[config.mk]
export PLATFORM = sky130hd
export DESIGN_NAME = serial_add_ctrl
export DESIGN_NICKNAME = d
export VERILOG_FILES = /design/src/rtl/serial_add_defs.sv /design/src/rtl/fa_cell.sv /design/src/rtl/half_adder.sv /design/src/rtl/serial_add_ctrl.sv
export SDC_FILE = /design/constraint.sdc
export NUM_CORES = 1
export LEC_CHECK = 0
export CORE_UTILIZATION = 50
export DETAILED_ROUTE_END_ITERATION = 8
export PLACE_DENSITY = 0.77
export SYNTH_ARGS = -nofsm -noshare
export SYNTH_HDL_FRONTEND = slang
export SYNTH_SLANG_ARGS = --single-unit
[constraint.sdc]
create_clock -name clk -period 2.3 [get_ports clk]
set_clock_uncertainty 0.05 [all_clocks]
set_input_delay 0.23 -clock clk [delete_from_list [all_inputs] [get_ports clk]]
set_output_delay 0.23 -clock clk [all_outputs]
set_load 0.02 [all_outputs]
[src/rtl/serial_add_defs.sv]
// Shared constants for the bit-serial adder controller: FSM encoding and
// default operand width.
package serial_add_defs;

  localparam int WIDTH_DEF = 8;

  localparam logic [1:0] S_IDLE  = 2'd0;
  localparam logic [1:0] S_SHIFT = 2'd1;
  localparam logic [1:0] S_DONE  = 2'd2;

endpackage

[src/rtl/fa_cell.sv]
// Full-adder cell built from two half adders; the one arithmetic cell
// reused every cycle by serial_add_ctrl.
module fa_cell (
  input  logic a,
  input  logic b,
  input  logic ci,
  output logic s,
  output logic co
);

  logic s0, c0, c1;

  half_adder u_ha0 (.a(a),  .b(b),  .s(s0), .c(c0));
  half_adder u_ha1 (.a(s0), .b(ci), .s(s),  .c(c1));

  assign co = c0 | c1;

endmodule

[src/rtl/half_adder.sv]
// Single-bit half adder, building block of fa_cell.
module half_adder (
  input  logic a,
  input  logic b,
  output logic s,
  output logic c
);

  assign s = a ^ b;
  assign c = a & b;

endmodule

[src/rtl/serial_add_ctrl.sv]
// Bit-serial adder: one fa_cell processes operand bits LSB-first over WIDTH
// cycles, with a start/busy/done handshake around the computation.
module serial_add_ctrl
  import serial_add_defs::*;
#(
  parameter int WIDTH = WIDTH_DEF
) (
  input  logic             clk,
  input  logic             rst,
  input  logic             start,
  input  logic [WIDTH-1:0] a,
  input  logic [WIDTH-1:0] b,
  output logic             busy,
  output logic             done,
  output logic [WIDTH-1:0] sum,
  output logic             cout
);

  localparam int CW = $clog2(WIDTH);
  localparam logic [CW-1:0] CNT_LAST = CW'(WIDTH - 1);

  logic [1:0]       state_q, state_d;
  logic [WIDTH-1:0] a_sh_q, a_sh_d;
  logic [WIDTH-1:0] b_sh_q, b_sh_d;
  logic [WIDTH-1:0] res_sh_q, res_sh_d;
  logic             carry_q, carry_d;
  logic [CW-1:0]    cnt_q, cnt_d;
  logic [WIDTH-1:0] sum_q, sum_d;
  logic             cout_q, cout_d;
  logic             fa_s, fa_co;

  fa_cell u_fa (
    .a  (a_sh_q[0]),
    .b  (b_sh_q[0]),
    .ci (carry_q),
    .s  (fa_s),
    .co (fa_co)
  );

  always_comb begin
    state_d  = state_q;
    a_sh_d   = a_sh_q;
    b_sh_d   = b_sh_q;
    res_sh_d = res_sh_q;
    carry_d  = carry_q;
    cnt_d    = cnt_q;
    sum_d    = sum_q;
    cout_d   = cout_q;
    case (state_q)
      S_IDLE: begin
        if (start) begin
          a_sh_d  = a;
          b_sh_d  = b;
          carry_d = 1'b0;
          cnt_d   = '0;
          state_d = S_SHIFT;
        end
      end
      S_SHIFT: begin
        // Sum bits enter at the MSB so after WIDTH shifts bit 0 lands at LSB.
        res_sh_d = {fa_s, res_sh_q[WIDTH-1:1]};
        a_sh_d   = {1'b0, a_sh_q[WIDTH-1:1]};
        b_sh_d   = {1'b0, b_sh_q[WIDTH-1:1]};
        carry_d  = fa_co;
        cnt_d    = cnt_q + CW'(1);
        if (cnt_q == CNT_LAST) begin
          sum_d   = {fa_s, res_sh_q[WIDTH-1:1]};
          cout_d  = fa_co;
          state_d = S_DONE;
        end
      end
      S_DONE:  state_d = S_IDLE;
      default: state_d = S_IDLE;
    endcase
  end

  always_ff @(posedge clk) begin
    if (rst) begin
      state_q  <= S_IDLE;
      a_sh_q   <= '0;
      b_sh_q   <= '0;
      res_sh_q <= '0;
      carry_q  <= 1'b0;
      cnt_q    <= '0;
      sum_q    <= '0;
      cout_q   <= 1'b0;
    end else begin
      state_q  <= state_d;
      a_sh_q   <= a_sh_d;
      b_sh_q   <= b_sh_d;
      res_sh_q <= res_sh_d;
      carry_q  <= carry_d;
      cnt_q    <= cnt_d;
      sum_q    <= sum_d;
      cout_q   <= cout_d;
    end
  end

  assign busy = (state_q == S_SHIFT);
  assign done = (state_q == S_DONE);
  assign sum  = sum_q;
  assign cout = cout_q;

endmodule
Word-level counts from Yosys, hierarchy flattened
Cells that the tools add are included.
- logic and storage cells: 35
- register bits after elaboration: 39
- input port bits: 19
- bitwise logic cells: 5
- mux-type cells: 11
- add/sub/neg operators: 1
- reductions and logical operators: 5
- equal/unequal tests: 5
- operators with widths (cell ; number):
    $pmux 8 s2 ; 2
    $mux 8 ; 2
    $pmux 3 s2 ; 1
    $reduce_and 2->1 ; 3
    $mux 2 ; 2
    $pmux 2 s2 ; 1
    $add 3x1->3 const B ; 1
    $eq 3x3->1 const B ; 1
    $mux 3 ; 1
    $and 1x1->1 ; 2
    $eq 2x1->1 const B ; 1
    $eq 2x2->1 const B ; 1
    $logic_not 2->1 ; 1
    $ne 2x1->1 const B ; 1
    $ne 2x2->1 const B ; 1
    $pmux 1 s2 ; 1
    $reduce_bool 2->1 ; 1
    $xor 1x1->1 ; 2
    $mux 1 ; 1
    $or 1x1->1 ; 1

Depth between registers and ports, before layout
- word-level depth: 4
- depth in mapped cells: 6
- depth with buffers taken out: 5

Hierarchy
Synthesis repeated with hierarchy kept, for this count alone.
- cell total of the unflattened synthesis: 169
- area total of the unflattened synthesis: 1611.5 sq um
- modules (own cells, without submodules) (module ; instances ; cells each ; area each (sq um)):
    serial_add_ctrl ; 1 ; 166 ; 1580.3
    half_adder ; 2 ; 1 ; 12.5
    fa_cell ; 1 ; 1 ; 6.3

Worst setup path before layout
OpenSTA, ideal clock, no wires.
- path type: flip-flop to flip-flop
- start point: register cnt_q[0]
- end point: register sum_q[3], in the netlist sum[3]
- arrival: 1151 ps
- stages on the path, launching flop included: 7
- slack: 955 ps
- library setup time: 144 ps
- cell sequence: dfxtp_1 > ha_1 > ha_1 > and3b_2 > buf_2 > nand2_1 > a21oi_1
- longest elaborated chain between the ends: 2
- ends and longest elaborated chain (what ; RTL line ; text):
    start: declaration ; serial_add_ctrl.sv:27 ; logic [CW-1:0] cnt_q, cnt_d;
    start signal: assignment ; serial_add_ctrl.sv:93 ; cnt_q <= cnt_d;
    $eq 3x3->1 ; serial_add_ctrl.sv:66 ; if (cnt_q == CNT_LAST) begin
    $reduce_and 2->1 (no source line) ; -- ;
    end signal: assignment ; serial_add_ctrl.sv:94 ; sum_q <= sum_d;
    end: declaration ; serial_add_ctrl.sv:28 ; logic [WIDTH-1:0] sum_q, sum_d;
Every way passes these cells.
A chain may end at the register's enable or synchronous reset.

Worst setup path in the final report
- start point: register state_q[1]
- end point: output port busy
- longest elaborated chain between the ends: 1
- ends and longest elaborated chain (what ; RTL line ; text):
    start: declaration ; serial_add_ctrl.sv:22 ; logic [1:0] state_q, state_d;
    start signal: assignment ; serial_add_ctrl.sv:88 ; state_q <= state_d;
    $eq 2x1->1 ; serial_add_ctrl.sv:99 ; assign busy = (state_q == S_SHIFT);
    end: declaration ; serial_add_ctrl.sv:13 ; output logic busy,
Every way passes these cells.

==> flow_summary.toml <==
[cts]
cts_buffer_depth = 2
cts_tree = "yes"
clock_sinks = 38
post_cts_resized = 0
cts_max_level = 2
clock_latency_ns = 0.34
clk_pin_slew_ns = 0.11
post_cts_buffers = 0
cts_buffers = 5
cts_root_buf = "clkbuf_4"
postCtsHoldBufs = 0

[grt]
antenna_found_initial = 0
track_usage = 0.182
grt_max_degree = 39
grt-ovfl-total = 0
grt_pass1_wl_um = 4600
grt_pass1_vias = 1090

[critical_path]
crit_path_max_fanout = 12
cp_data_arrival_time_ns = 1.85
cp.required_ns = 2.02
critical_path_class = "register to output port"
crit_chain = "nand2b_1 -> inv_2 -> clkdlybuf4s50_1"
crit_slowest_cell = "clkdlybuf4s50_1"
rr_startpoint = "state_q[0]"
slowest_delay_ns = 0.64
crit_path_start = "state_q[1]"
end_kind = "output port"
startpoint_type = "register"

[synthesis]
synth-seq-cells = 38
ys_top_cells_by_count = "dfxtp_1 (38), nand2_1 (32), nor2_1 (21), a21oi_1 (16), mux2i_1 (14)"
synth_top_area_share = 0.476
synth.yosys.seq_area_share = 0.476
yosys_warnings = 0
synth_nets = 187
synthFlopType = "dfxtp_1"
synth_cell_types = 23
synthArstFlopShare = 0
avgSynthCellArea_um2 = 9.68
synthCells = 165
synth_largest_area_cell = "dfxtp_1"
ys_top_cells_by_area = "dfxtp_1 (48%), mux2i_1 (8.8%), a211oi_2 (7.8%)"
netlist_area_um2 = 1600
synth_edf_count = 0
synth.most_common_cell = "dfxtp_1"

[floorplanning]
dieArea_um2 = 3420
start_util = 0.523
die_w_um = 58.5
fp.dieH_um = 58.5
top_level_ports = 30
core_area_um2 = 3050
rows = 20

[timing]
period_share = 0.925
final.setup.tns_ns = 0
max_freq_mhz = 470
tightest_slew_ns = 0.653
fin_crit_ns = 2.13
drv_slew = 0
rsz0062_at_grt = "no"
hold_viol_final = 0
relSlewSlack = 0.565
setup_viol = 0
fin_ws_ns = 0.174

[min_path]
hp-class = "register to register"
hold_start = "cout"

[pwr]
sw_frac_of_total = 0.237
p_clk_frac = 0.340
ir_drop_v = 0.000329
p_int_uw = 987
p_per_area_nw_per_um2 = 669
combPwrFrac = 0.116
p_seq_frac = 0.544
switchingPower_uw = 307
leakage_uw = 0.000711

[detailed_routing]
routed_wl_um = 2790
wl_per_cell_um = 11.8
drt_iter0_drc = 33
viasPerCell = 5.08
drt-pass1-iter-count = 4
drc = 0
final_antenna_net_count = 0
vias = 1200

[place]
gp_congestion = 0.758
place_hpwl_um = 1940
place_ws_ns = 0.459
numPortBuffers = 29

[final_layout]
syn2layout_area_growth_pct = 21.2
n_antenna_cell = 0
drive_gt1_frac = 0.130
fin_nets = 213

[job]
cap_violations = 0

[run_status]
status = "completed"
-- state kept, by name, indices dropped and copies added (netlist names) --
| register | count |
|---|---|
| a_sh_q | 8 |
| b_sh_q | 8 |
| sum | 8 |
| res_sh_q | 7 |
| cnt_q | 3 |
| state_q | 2 |
| carry_q | 1 |
| cout | 1 |
-- layer usage --
metal  share of wire  GRT usage  vias to the layer above
li1                -          -                      619
met1            0.45      0.211                      550
met2            0.49      0.314                       26
met3           0.045     0.0527                        5
met4           0.010     0.0816                        0
met5               0          0                        -
-- cells in the final DEF (no fill, tap or decap) --
cell and instances:
nand2b_1 1, nor3b_1 1, bufinv_16 1, buf_4 2, a211oi_1 6, clkbuf_4 5, nand2_1 32, a211oi_2 10
o21bai_1 1, mux2i_1 14, nor2_1 21, and2b_2 1, o21ba_2 1, ha_1 2, a21oi_1 16, inv_2 1
fa_1 1, clkinv_2 2, and3b_2 1, nand3b_2 1, a22oi_1 5, clkdlybuf4s50_1 29, dfxtp_1 38
-- final timing paths --
check / end / slack, ns / cells past startpoint
setup / recovery: busy / 0.17 / 3
hold / removal: cout / 0.41 / 2
setup reg to reg: a_sh_q[0] / 0.56 / 4
hold reg to reg: cout / 0.41 / 2
-- area by class of cell --
class | count | area (um2)
inverters | 1 | 3.75
multi-input cells | 114 | 733
clock inverters | 3 | 40.0
fillers | 277 | 1120
flip-flops and latches | 38 | 761
clock buffers | 5 | 37.5
well taps | 44 | 55.1
repair buffers | 31 | 305
-- metrics by stage --
stage / total power [uW] / hold slack [ns] / area [um2] / util / cells
final: 1290 / 0.415 / 1940 / 0.634 / 236
after global routing: 1350 / 0.431 / 1940 / 0.634 / 236
after CTS: 1310 / 0.413 / 1940 / 0.634 / 236
after detailed placement: 872 / 0.397 / 1860 / 0.609 / 228
after global placement: 864 / 0.393 / 1860 / 0.609 / 228
after floorplan: 833 / 0.328 / 1600 / - / 165
-- worst max-delay path: cells and delay by family, from the launching register on --
family,cells,cell delay (ns)
DFF,1,0.36
and+or+nand+nor,1,0.28
buffers and inverters,2,0.86
-- cell families after synthesis --
| family | count (synthesis) | share of synthesized area |
|---|---|---|
| and+or+nand+nor | 58 | 0.152 |
| AOI/OAI and AO/OA | 39 | 0.191 |
| DFF | 38 | 0.476 |
| muxes | 14 | 0.0878 |
| buffers and inverters | 13 | 0.0643 |
| adders and majority gates | 3 | 0.0282 |
-- power by group through the flow --
stage	combinational, uW	sequential [uW]	clock, uW
floorplan	118	715	0
global placement	146	718	0
detailed placement	152	720	0
CTS	152	705	453
global route	164	709	479
finish	150	705	440
Power figures use the tool's default switching activity.
